$ cat src/rtl/dvi_video_timing_ctrl.sv
// rtl/dvi_video_timing_ctrl.sv - video timing generator pulling pixels from a ready/valid source for a DVI transmitter
module dvi_video_timing_ctrl #(
    parameter int H_ACTIVE = 640,
    parameter int H_FP     = 16,
    parameter int H_SYNC   = 96,
    parameter int H_BP     = 48,
    parameter int V_ACTIVE = 480,
    parameter int V_FP     = 10,
    parameter int V_SYNC   = 2,
    parameter int V_BP     = 33,
    parameter bit HS_POL   = 1'b0,
    parameter bit VS_POL   = 1'b0,
    parameter int CW       = 12
) (
    input  logic          p_clk,
    input  logic          arstn,
    input  logic          en,
    input  logic [23:0]   pix_data,
    input  logic          pix_valid,
    output logic          pix_ready,
    input  logic          underflow_clr,
    output logic          underflow,
    output logic          frame_start,
    output logic          busy,
    output logic [CW-1:0] h_cnt,
    output logic [CW-1:0] v_cnt,
    output logic [7:0]    VGA_r,
    output logic [7:0]    VGA_g,
    output logic [7:0]    VGA_b,
    output logic          VGA_hs,
    output logic          VGA_vs,
    output logic          VGA_de
);
    localparam int H_TOTAL = H_ACTIVE + H_FP + H_SYNC + H_BP;
    localparam int V_TOTAL = V_ACTIVE + V_FP + V_SYNC + V_BP;

    localparam logic [CW-1:0] H_ACT_C  = CW'(H_ACTIVE);
    localparam logic [CW-1:0] H_SS_C   = CW'(H_ACTIVE + H_FP);
    localparam logic [CW-1:0] H_SE_C   = CW'(H_ACTIVE + H_FP + H_SYNC);
    localparam logic [CW-1:0] H_LAST_C = CW'(H_TOTAL - 1);
    localparam logic [CW-1:0] V_ACT_C  = CW'(V_ACTIVE);
    localparam logic [CW-1:0] V_SS_C   = CW'(V_ACTIVE + V_FP);
    localparam logic [CW-1:0] V_SE_C   = CW'(V_ACTIVE + V_FP + V_SYNC);
    localparam logic [CW-1:0] V_LAST_C = CW'(V_TOTAL - 1);

    typedef enum logic [1:0] {IDLE, RUN, STOP_PEND} state_t;
    state_t state;

    logic act, hs_on, vs_on, h_end, v_end;

    assign h_end     = (h_cnt == H_LAST_C);
    assign v_end     = (v_cnt == V_LAST_C);
    assign act       = (h_cnt < H_ACT_C) && (v_cnt < V_ACT_C) && (state != IDLE);
    assign hs_on     = (h_cnt >= H_SS_C) && (h_cnt < H_SE_C);
    assign vs_on     = (v_cnt >= V_SS_C) && (v_cnt < V_SE_C);
    assign pix_ready = act;
    assign busy      = (state != IDLE);

    // en only decides whether the next frame starts; a running frame always completes
    always_ff @(posedge p_clk or negedge arstn) begin
        if (!arstn) begin
            state <= IDLE;
            h_cnt <= '0;
            v_cnt <= '0;
        end else if (state == IDLE) begin
            h_cnt <= '0;
            v_cnt <= '0;
            if (en) state <= RUN;
        end else begin
            if (h_end) begin
                h_cnt <= '0;
                v_cnt <= v_end ? '0 : v_cnt + CW'(1);
            end else begin
                h_cnt <= h_cnt + CW'(1);
            end
            if (h_end && v_end) state <= en ? RUN : IDLE;
            else                state <= en ? RUN : STOP_PEND;
        end
    end

    // Output stage: one cycle behind the counters; a starved pixel goes out black
    always_ff @(posedge p_clk or negedge arstn) begin
        if (!arstn) begin
            VGA_de                <= 1'b0;
            VGA_hs                <= ~HS_POL;
            VGA_vs                <= ~VS_POL;
            {VGA_r, VGA_g, VGA_b} <= 24'd0;
            frame_start           <= 1'b0;
            underflow             <= 1'b0;
        end else begin
            VGA_de                <= act;
            VGA_hs                <= hs_on ? HS_POL : ~HS_POL;
            VGA_vs                <= vs_on ? VS_POL : ~VS_POL;
            {VGA_r, VGA_g, VGA_b} <= (act && pix_valid) ? pix_data : 24'd0;
            frame_start           <= (state != IDLE) && (h_cnt == '0) && (v_cnt == '0);
            if (act && !pix_valid) underflow <= 1'b1;
            else if (underflow_clr) underflow <= 1'b0;
        end
    end
endmodule

$ cat config.mk
export PLATFORM = sky130hd
export DESIGN_NAME = dvi_video_timing_ctrl
export DESIGN_NICKNAME = d
export VERILOG_FILES = /design/src/rtl/dvi_video_timing_ctrl.sv
export SDC_FILE = /design/constraint.sdc
export NUM_CORES = 1
export LEC_CHECK = 0
export ABC_AREA = 0
export BUFFER_PORTS_ARGS = -buffer_cell sky130_fd_sc_hd__buf_2
export CAP_MARGIN = 40
export CORE_MARGIN = 2
export CORE_UTILIZATION = 40
export CTS_BUF_LIST = sky130_fd_sc_hd__clkbuf_4
export DETAILED_ROUTE_END_ITERATION = 10
export PLACE_DENSITY = 0.68
export SLEW_MARGIN = 20
export SYNTH_ARGS = -nofsm -noshare
export SYNTH_HDL_FRONTEND = slang
export SYNTH_SLANG_ARGS = --single-unit
$ cat constraint.sdc
create_clock -name p_clk -period 1.9 [get_ports p_clk]
set_input_delay 0 -clock p_clk [delete_from_list [all_inputs] [get_ports p_clk]]
set_output_delay 0 -clock p_clk [all_outputs]
set_load 0.02 [all_outputs]
==> results.txt, run 1 <==
The layout overhead on the synthesized area is 40.0%. The routed wire length is 6770 microns. The routed length per placed instance came out at 15.5 microns. The remaining global-route overflow is 0. The global-route total usage across every layer is 0.198.

The number of distinct library cells after synthesis came out at 48. The remaining number of nets flagged by the antenna check after routing is 0. At the pin with the least slew margin, the transition time is 0.523 ns. The worst voltage drop across the vdd grid is 499 uV.

The async set-reset flop share out of synthesis came out at 1.00. The worst setup path is launched from a flip-flop. The total iterations of the first detailed-routing run came out at 4.

Setup repair after global routing could not meet its margin everywhere. Counting the fill cells in the layout gives 500. The sum of negative setup slack came out at 0 ns. The power per cell area came out at 648 nW/um^2. The TritonCTS clock tree is yes. The number of antenna violations at the first check in global routing came out at 0. For the worst setup path, the data required time is 2.22 ns. The reported leakage power came out at 1.71 nW. The synthesized netlist occupies a cell area of 2510 sq um. Of all nets on the critical path, the largest fanout is 6. Entering global routing, the biggest net connects 23 pins. The headroom to the max-slew limit is 0.648. The number of design-rule violations left by the first detailed-router iteration came out at 185.

The global-route wire length before repair is 11100 microns. The final count of pins violating max slew came out at 0. The area inside the core boundary is 5990 sq um. The shortest clock period the worst path allows after layout came out at 1.88 ns.

The mean number of vias per cell came out at 5.13. The number of nets produced by synthesis is 258. Counting flops with a built-in enable in the synthesized netlist gives 0. The critical path is of the reg -> reg type. The routed metal-1 wirelength came out at 3030 microns. The TritonCTS sink count is 55. The total DRC errors in the routed layout is 0. The die extent in x is 83.2 microns. The final count of hold timing violations is 0. The number of clock buffers inserted by TritonCTS came out at 5. For this design the top-level I/O count stands at 84. The worst setup path is captured at a flip-flop. After synthesis the netlist holds a flip-flop and latch count of 55. The total inserted antenna cells is 0. Averaged over all synthesized cells, the footprint is 11.1 sq um. In the finished design, the share of the clock period the worst path needs comes to 0.989.

Clock-pin slew was measured on the worst setup and hold paths at 0.16 ns. Routed signal wires occupy layers up through met4. The part of the Yosys area used for sequential elements came out at 0.550. The post-synthesis instance total came out at 225. The slack of the worst reg-to-reg path came out at 0.02 ns. The number of global-route vias before repair is 2257. The run finished with clean final reports. The die area came out at 6920 sq um. The Yosys step of the flow raised 0 warnings. The number of rows created at floorplan came out at 28. The level count of the clock H-tree is 2. The path class of the tightest hold or removal check is in -> async. Summed over all nets, wire length on met2 after detailed routing comes to 3020 microns.

The arrival time at the worst endpoint is 2.20 ns. The layout net count came out at 394. The post-DP HPWL is 4580 microns.

The most instantiated flip-flop cell in the synthesis netlist is dfrtp_1. Setup violations remaining at the end of the flow were counted as 0. The maximum count of clock buffers along a single path came out at 2. The placer congestion estimate came out at 0.920. The wire length on met3 came out at 611 microns. The root buffer cell is clkbuf_4. The final standard cell utilization of the core is 0.586. In this run the vertical extent of the chip is 83.2 microns. The highest clock frequency the design can meet is 532 MHz. For the final database, setup skew stands at 0.0132 ns. The share of cells above drive strength 1 is 0.390. The post-layout total power is 2.27 mW. The count of vias placed by the detailed router is 2243.

The number of max-cap violations came out at 0. The number of I/O port buffers came out at 83. The worst-skew pair later-pin latency is 0.38 ns. The starting density of the core is 0.419.
==> metal layers <==
metal,vias to the layer above,track usage
met5,-,0
met4,0,0.0537
met1,1069,0.277
li1,1062,-
met3,12,0.0626
met2,100,0.300
==> report_power, final <==
group          internal, mW  switching [mW]  leakage (nW)  total, mW
Sequential             1.24          0.0497         0.719       1.29
Combinational         0.208           0.257         0.967      0.466
Clock                 0.143           0.374        0.0288      0.517
==> worst paths after layout <==
kind,startpoint,end,cells after the start
setup / recovery,h_cnt[11],v_cnt[4],5
hold / removal,arstn,state[1],2
setup reg to reg,h_cnt[11],v_cnt[4],5
hold reg to reg,underflow,underflow,2
max in group asynchronous,arstn,VGA_r[3],3
min in group p_clk,en,state[0],2
==> cells in the mapped netlist (all sizes together) (2+ instances only) <==
library cell,number,area share
dfrtp,53,0.53
and2,26,0.065
nor2,17,0.026
nand3,13,0.026
inv,12,0.018
nand4,10,0.025
nand2,8,0.015
nor3,8,0.016
xnor2,8,0.028
a31oi,7,0.017
clkbuf,7,0.026
nor4,6,0.027
and4,4,0.014
ha,4,0.020
o21ai,4,0.0095
buf,3,0.011
nand3b,3,0.0090
o211ai,3,0.0090
xor2,3,0.010
and3,2,0.0050
dfstp,2,0.021
o31ai,2,0.0060
or3,2,0.0070
or4,2,0.0075
==> repair_timing <==
item	in CTS	in global routing
hold endpoints to repair	57	0
hold buffers	28	0
setup endpoints to repair	0	16
setup buffers	0	1
gates resized for setup	0	7
==> flip-flops by register name, summed over array words and instances, names as in the netlist <==
name / flops
frame_start: 1
underflow: 1
VGA_hs: 1
v_cnt: 12
state: 2
h_cnt: 12
VGA_b: 8
VGA_g: 8
VGA_r: 8
VGA_de: 1
VGA_vs: 1
==> layout by cell type (no fill, tap or decap), types with 8 or more instances in the layout <==
cell type and instances:
and2_1 26, buf_2 83, buf_4 28, dfrtp_1 48, dlygate4sd3_1 28, inv_1 12
nand3_1 12, nand4_1 10, nor2_1 16, xnor2_1 8
==> cell families after synthesis <==
| family | count (synthesis) | synth area share |
|---|---|---|
| AO/OA/AOI/OAI | 25 | 0.0699 |
| adder cells (fa/ha/maj) | 4 | 0.0200 |
| flip-flops | 55 | 0.550 |
| buffers and inverters | 22 | 0.0554 |
| XOR/XNOR | 11 | 0.0384 |
| AND/OR/NAND/NOR | 108 | 0.266 |
==> per-stage QoR <==
stage | instances | setup slack (ns) | area (sq um) | hold slack (ns)
floorplan | 225 | 0.00145 | 2510 | -0.296
detailed placement | 400 | 0.0679 | 3130 | -0.00686
global placement | 400 | 0.0792 | 3130 | -0.00702
global route | 437 | -0.0318 | 3510 | 0.137
finish | 437 | 0.0213 | 3510 | 0.100
CTS | 436 | 0.0154 | 3470 | 0.111
==> critical path: stages, from the launching register on <==
cell and delay (ns):
dfrtp_2 0.43, or4_4 0.60, nor4_4 0.37, buf_4 0.19, a31oi_1 0.09, a31oi_1 0.15
==> area by class of cell <==
type / count / area, sq um / share of cell area
flip-flops and latches: 55 / 1390 / 0.395
clock inverters: 3 / 20.0 / 0.00570
multi-input cells: 148 / 1020 / 0.291
well taps: 75 / 93.8 / 0.0267
repair buffers: 139 / 906 / 0.258
clock buffers: 5 / 37.5 / 0.0107
inverters: 12 / 45.0 / 0.0128
Power figures use the tool's default switching activity.
==> inputs of run 2 (changes only) <==
--- a/config.mk
+++ b/config.mk
@@ -12,7 +12,7 @@
 export CORE_UTILIZATION = 40
 export CTS_BUF_LIST = sky130_fd_sc_hd__clkbuf_4
 export DETAILED_ROUTE_END_ITERATION = 10
-export PLACE_DENSITY = 0.68
+export PLACE_DENSITY = 0.66
 export SLEW_MARGIN = 20
 export SYNTH_ARGS = -nofsm -noshare
 export SYNTH_HDL_FRONTEND = slang
==> constraint.sdc (replaced) <==
create_clock -name p_clk -period 2.2 [get_ports p_clk]
set_input_delay 0 -clock p_clk [delete_from_list [all_inputs] [get_ports p_clk]]
set_output_delay 0 -clock p_clk [all_outputs]
set_load 0.02 [all_outputs]
==> run 2 against run 1 <==
Net effect:
- sequential power is 13% lower
- register-to-register slack better by 0.22 ns
- count of clock-buffer cells in the layout is the same
- sequential share of layout area rose by 2.0 points
- wire length decreased by 8.3%
- global-route usage decreased by 1.6 points
- via count down 3.9%
- design area fell by 5.2%
- cell count is 4.6% lower
- clock skew fell by 0.0069 ns
- sequential cell count unchanged
- largest cell class unchanged
==> results.txt, run 2 (synthesis gave the netlist of run 1 again) <==
The later pin in the worst-skew pair is clocked with a latency of 0.37 ns. The switching part of the total is 0.300. The starting density of the core came out at 0.419. Leaving out fill and tap cells, the most frequent cell in the layout is buf_2. In the final layout, the share of cells above drive strength 1 is 0.330. The count of buffering cells on the critical path with inverters included came out at 0. The power per cell area came out at 582 nW/um^2.

The number of placed I/O pins came out at 84. The top cell types in the final layout, fill and taps aside, are buf_2, dfrtp_1, dlygate4sd3_1. The number of max-cap violations came out at 0. The worst voltage drop across the vdd grid is 397 uV.

The routed layout has 2156 vias. The analysis attributes to net switching a power of 0.580 mW. Routability-driven placement finished with a final weighted congestion of 0.825. The maximum count of clock buffers along a single path came out at 2. The global-route wire length before repair is 10400 microns. The run finished with clean final reports. The area of the multi-input gates came out at 995 sq um.

The worst clock skew is 0.00630 ns. The layout overhead on the synthesized area is 32.7%. The endpoint kind of the worst setup timing path is a flip-flop. The floorplan step set the die height to 83.2 microns.

For met2 alone, demand over resource in global routing was 0.290. Timing would allow up to 511 MHz. The remaining global-route overflow is 0. The critical path goes through or4_4 -> nor3_1 -> nand3_1 -> o31ai_1. For met1 alone, demand over resource in global routing was 0.249. The mean number of vias per cell is 5.17.

The largest registers in the layout are h_cnt: 12 flops, v_cnt: 12 flops. At the worst endpoint, the arrival time is 2.24 ns. The largest net degree at the start of global routing came out at 39. Fill cells in the final layout number 529. The area inside the core boundary is 5990 sq um. Once detail routing completed, the nets flagged for antenna violations numbered 0. In this run the worst path has a maximum fanout of 7. The number of antenna violations at the first check in global routing is 0. The internal power came out at 1.36 mW. During placement, the flow inserted port buffers numbering 83. The slew of the pin with the lowest slew margin is 0.564 ns. The setup-violating endpoint count in the final report is 0. The share of total power in sequential cells came out at 0.580. Clock-pin slew was measured on the worst setup and hold paths at 0.16 ns. The launching element type of the critical path is a flip-flop. The highest-delay cell along the critical path is or4_4.

The floorplan step set the die width to 83.2 microns. The number of global-route vias before repair came out at 2177. The routed wire length is 6200 microns. The tightest min-delay check is of the in -> async type. The global-route total usage across every layer came out at 0.182. After legalization and detailed placement, the total HPWL measured 4100 microns. The final count of hold timing violations is 0. The headroom to the max-slew limit is 0.623. In this run the static leakage power is 1.63 nW. The first TritonRoute pass finished after 4 iterations. The critical path is of the reg -> reg type.

The number of rows created at floorplan is 28. The final count of pins violating max slew is 0. On the critical path the largest part of the delay comes from simple AND/OR/NAND/NOR gates. The number of clock buffers inserted by TritonCTS came out at 5.

The area of all sequential standard cells is 1380 sq um. The TritonCTS clock tree is yes. The part of the total power dissipated in the clock network is 0.236. The TritonCTS sink count is 55. STA puts the critical path data required time at 2.49 ns. Setup repair after global routing left no endpoint under its margin. The die area is 6920 sq um. The part of the total power dissipated in combinational logic is 0.184. The tree is rooted in a clkbuf_4. The global routing stage identified its most utilized layer as met2.

The post-layout total power came out at 1.94 mW. The total DRC errors in the routed layout came out at 0. The total inserted antenna cells is 0. The shortest clock period the worst path allows after layout came out at 1.96 ns.

The sum of negative setup slack is 0 ns. The level count of the clock H-tree is 2. The layout net count came out at 374. The period utilization is 0.890. The largest stage delay on the critical path is 0.63 ns.

For this block, the initial DRC count from the detailed router was 132. The routed length per placed instance came out at 14.9 microns. The met3 global-route usage came out at 0.0527. The post-cts sizing count is 0.
[run 2: cell count changes in the layout (fill, tap and decap cells not counted), sizes merged]
cell | before | now
buf | 111 | 91
clkinvlp | 1 | 0
inv | 12 | 13
[run 2: power groups by stage]
stage,Clock [mW],Combinational (mW),Sequential (mW)
global route,0.526,0.392,1.14
CTS,0.472,0.357,1.12
finish,0.458,0.356,1.12
detailed placement,0,0.317,1.14
floorplan,0,0.111,1.21
global placement,0,0.315,1.14
[run 2: layer usage]
layer	up-vias	wire, microns
met5	-	0
met4	0	40
met3	4	508
met2	100	2850
met1	1020	2800
li1	1032	-
[run 2: timing repair]
item / CTS / global route
hold endpoints to repair: 44 / 0
buffers inserted: 0 / 0
hold buffers: 28 / 0
[run 2: per-stage QoR]
stage                     hold WS [ns]  instance area (sq um)  utilization  worst slack, ns  std cells
after global routing             0.103                   3330        0.556           0.0525        417
final                           0.0693                   3330        0.556            0.241        417
after detailed placement       -0.0381                   2990        0.499            0.268        381
after floorplan                 -0.296                   2510            -            0.231        225
after global placement         -0.0355                   2990        0.499            0.298        381
after CTS                       0.0789                   3330        0.556            0.232        417
[run 2: path summary, 6_finish.rpt]
path                            from        end  slack [ns]  depth (start not counted)
max in group asynchronous      arstn   h_cnt[3]        1.31                          3
max reg2reg                 h_cnt[7]   v_cnt[8]        0.24                          4
min reg2reg                 h_cnt[0]   h_cnt[0]        0.55                          1
min in group p_clk         pix_valid   VGA_r[0]        0.25                          4
max                         h_cnt[7]   v_cnt[8]        0.24                          4
min                            arstn  v_cnt[10]        0.07                          2
[run 2: area by class of cell]
cell class              count  area share
multi-input cells         148       0.299
flip-flops and latches     55       0.414
clock buffers               5      0.0113
clock inverters             3     0.00677
inverters                  12      0.0135
well taps                  75      0.0282
repair buffers            119       0.227
==> inputs of run 3 (changes only) <==
--- a/config.mk
+++ b/config.mk
@@ -9,10 +9,10 @@
 export BUFFER_PORTS_ARGS = -buffer_cell sky130_fd_sc_hd__buf_2
 export CAP_MARGIN = 40
 export CORE_MARGIN = 2
-export CORE_UTILIZATION = 40
+export CORE_UTILIZATION = 53
 export CTS_BUF_LIST = sky130_fd_sc_hd__clkbuf_4
 export DETAILED_ROUTE_END_ITERATION = 10
-export PLACE_DENSITY = 0.66
+export PLACE_DENSITY = 0.83
 export SLEW_MARGIN = 20
 export SYNTH_ARGS = -nofsm -noshare
 export SYNTH_HDL_FRONTEND = slang
==> run 3 against run 2 <==
Net effect:
- via count up 1.9%
- die area down 23%
- sequential power about the same
- largest cell class unchanged
- wire length up 9.8%
- sequential share of layout area up 0.12 points
- clock skew up 0.0092 ns
==> results.txt, run 3 (synthesis gave the netlist of run 1 again) <==
The run finished with clean final reports. The global-route wire length before repair is 11300 microns. The slack of the worst reg-to-reg path is 0.21 ns.

The power per cell area is 590 nW/um^2. STA puts the critical path data required time at 2.52 ns. For this design, the sink count on the clock tree is 55.

The die area is 5300 sq um. The vertical die dimension is 72.8 microns. The reported leakage power came out at 1.63 nW.

The mean number of vias per cell is 5.52. After clock tree synthesis, the repair step resized 0 gates. The end of the worst register-to-register path is underflow. The part of the total power dissipated in combinational logic came out at 0.186. The number of antenna violations at the first check in global routing is 0. For this run, the top clock speed supported by timing is 502 MHz. Leaving out fill and tap cells, the most frequent cell in the layout is buf_2. Summed over all layers, the global routing overflow is 0. Of the available clock period, the critical path in the final layout requires 0.906. The layout net count came out at 376. The final count of hold timing violations came to 0.

For this design the top-level I/O count stands at 84. The layout overhead on the synthesized area came out at 32.3%. The die extent in x is 72.8 microns. In the layout the commonest cells are buf_2, dfrtp_1, dlygate4sd3_1. The total inserted antenna cells came out at 0. The number of rows created at floorplan came out at 25.

The starting density of the core came out at 0.542. The net switching power is 0.589 mW. The switching part of the total came out at 0.301. Data arrives at the worst endpoint at 2.31 ns. The maximum count of clock buffers along a single path is 2. The congestion estimate from routability-driven global placement came to 0.882.

The final count of pins violating max slew came out at 0. The routed wire length is 6810 microns. Across the run, the number of max-cap violations was 0. Clock latency on the worst-skew pair, taken at its later pin, is 0.38 ns. STA classifies the critical path startpoint as a flip-flop. The part of the total power dissipated in the clock network came out at 0.241. The number of cells on the worst reg-to-reg path came out at 4. The filler cells instantiated in the layout total 350. The routed length per placed instance is 17.1 microns. The largest registers in the layout are h_cnt: 12 flops, v_cnt: 12 flops. For this run, the slowest stage of the critical path takes 0.59 ns. The count of buffering cells on the critical path with inverters included is 1. The tree is rooted in a clkbuf_4. The origin of the critical flop-to-flop path is h_cnt[8]. The family with the most delay on the worst path is compound AO/OA/AOI/OAI gates.

Measured against its own limit, the worst slew margin works out to 0.618. The setup-violating endpoint count in the final report came out at 0. In this run the worst setup path terminates at underflow.

The largest net degree at the start of global routing came out at 37. Of the total power, registers draw 0.573. The number of global-route vias before repair came out at 2242.

Of the cells placed in the final design, the portion with a size suffix greater than 1 is 0.334. In the global route stage, overall resource usage came out at 0.282. Detailed placement finished with a half-perimeter wire length of 4200 microns. For this block, the via count after detailed routing is 2196. The worst clock skew is 0.0155 ns. Traced cell by cell, the critical path runs through a211oi_1 -> nand4_1 -> o32ai_1 -> dlygate4sd3_1. IR analysis of the VDD net gives a maximum drop of 557 uV. The number of I/O port buffers came out at 83. The slew of the pin with the lowest slew margin came out at 0.572 ns. The largest individual stage delay along the critical path comes from the cell dlygate4sd3_1.

The pre-CTS setup slack came out at 0.206 ns. The internal power came out at 1.37 mW. The total iterations of the first detailed-routing run is 4.

After clock tree synthesis, the clock-pin slew on the worst setup and hold paths is 0.17 ns. The sum of negative setup slack came out at 0 ns. The area of all sequential standard cells is 1380 sq um.

The total DRC errors in the routed layout came out at 0. In the post-route analysis, the smallest setup slack over all paths is 0.208 ns. The startpoint of the most critical setup path is h_cnt[8]. In this run, the number of DRC markers left after iteration 0 of detailed routing was 240.

The shortest clock period the worst path allows after layout is 1.99 ns. The area inside the core boundary is 4630 sq um. The number of clock buffers inserted by TritonCTS came out at 5.

Setup repair after global routing left no endpoint under its margin. The area of the multi-input gates is 995 sq um. Once detail routing completed, the nets flagged for antenna violations numbered 0.

TritonCTS built the clock tree. The cell depth of the worst setup path is 4. The biggest fanout along the worst timing path is 8.

The endpoint kind of the worst setup timing path is a flip-flop. The type of the worst min-delay path is in -> async. The start-to-end type of the worst setup path is reg -> reg.

The level count of the clock H-tree came out at 2.
-- run 3: power groups by stage --
stage	combinational [mW]	sequential, mW	clock (mW)
after floorplan	0.111	1.21	0
after detailed placement	0.319	1.14	0
after CTS	0.359	1.12	0.472
after global placement	0.313	1.14	0
final	0.364	1.12	0.471
after global routing	0.400	1.13	0.509
-- run 3: final cells by class --
class                      count  area share
sequential                    55       0.416
multi-input combinational    148       0.300
timing repair buffer         121       0.232
tap                           54      0.0204
clock buffer                   6      0.0136
inverter                      12      0.0136
clock inverter                 2     0.00490
-- run 3: worst reg2reg max path: cells and delay by family (launching register included) --
family / cells / cell delay [ns]
and+or+nand+nor: 1 / 0.27
buffers and inverters: 1 / 0.59
AOI/OAI and AO/OA: 2 / 0.59
DFF: 1 / 0.50
-- run 3: what timing repair did --
action,CTS,global route
hold buffers,28,0
setup buffers,0,2
endpoints found under the setup margin,0,2
hold endpoints to repair,46,0
-- run 3: routing by layer --
| layer | vias up | share of wire | global-route usage |
|---|---|---|---|
| met3 | 22 | 0.071 | 0.0912 |
| met2 | 93 | 0.51 | 0.474 |
| met4 | 0 | 0.031 | 0.105 |
| li1 | 1031 | - | - |
| met1 | 1050 | 0.39 | 0.338 |
| met5 | - | 0 | 0 |
-- run 3: worst min path at each step --
stage	startpoint	to	slack (ns)	cells after the start
finish	arstn	VGA_b[6]	0.08	2
global route	arstn	VGA_b[7]	0.11	2
CTS	arstn	v_cnt[9]	0.09	2
detailed placement	arstn	v_cnt[9]	-0.02	1
global placement	arstn	v_cnt[9]	-0.02	1
floorplan	arstn	VGA_b[0]	-0.30	0
-- run 3: metrics by stage --
step	instances	power, mW	util	cell area, sq um	hold WS [ns]
6_report	398	1.96	0.717	3320	0.0804
5_1_grt	398	2.04	0.717	3320	0.105
4_1_cts	396	1.95	0.714	3300	0.0927
3_5_place_dp	360	1.46	0.640	2960	-0.0249
3_3_place_gp	360	1.45	0.640	2960	-0.0240
2_1_floorplan	225	1.32	-	2510	-0.296
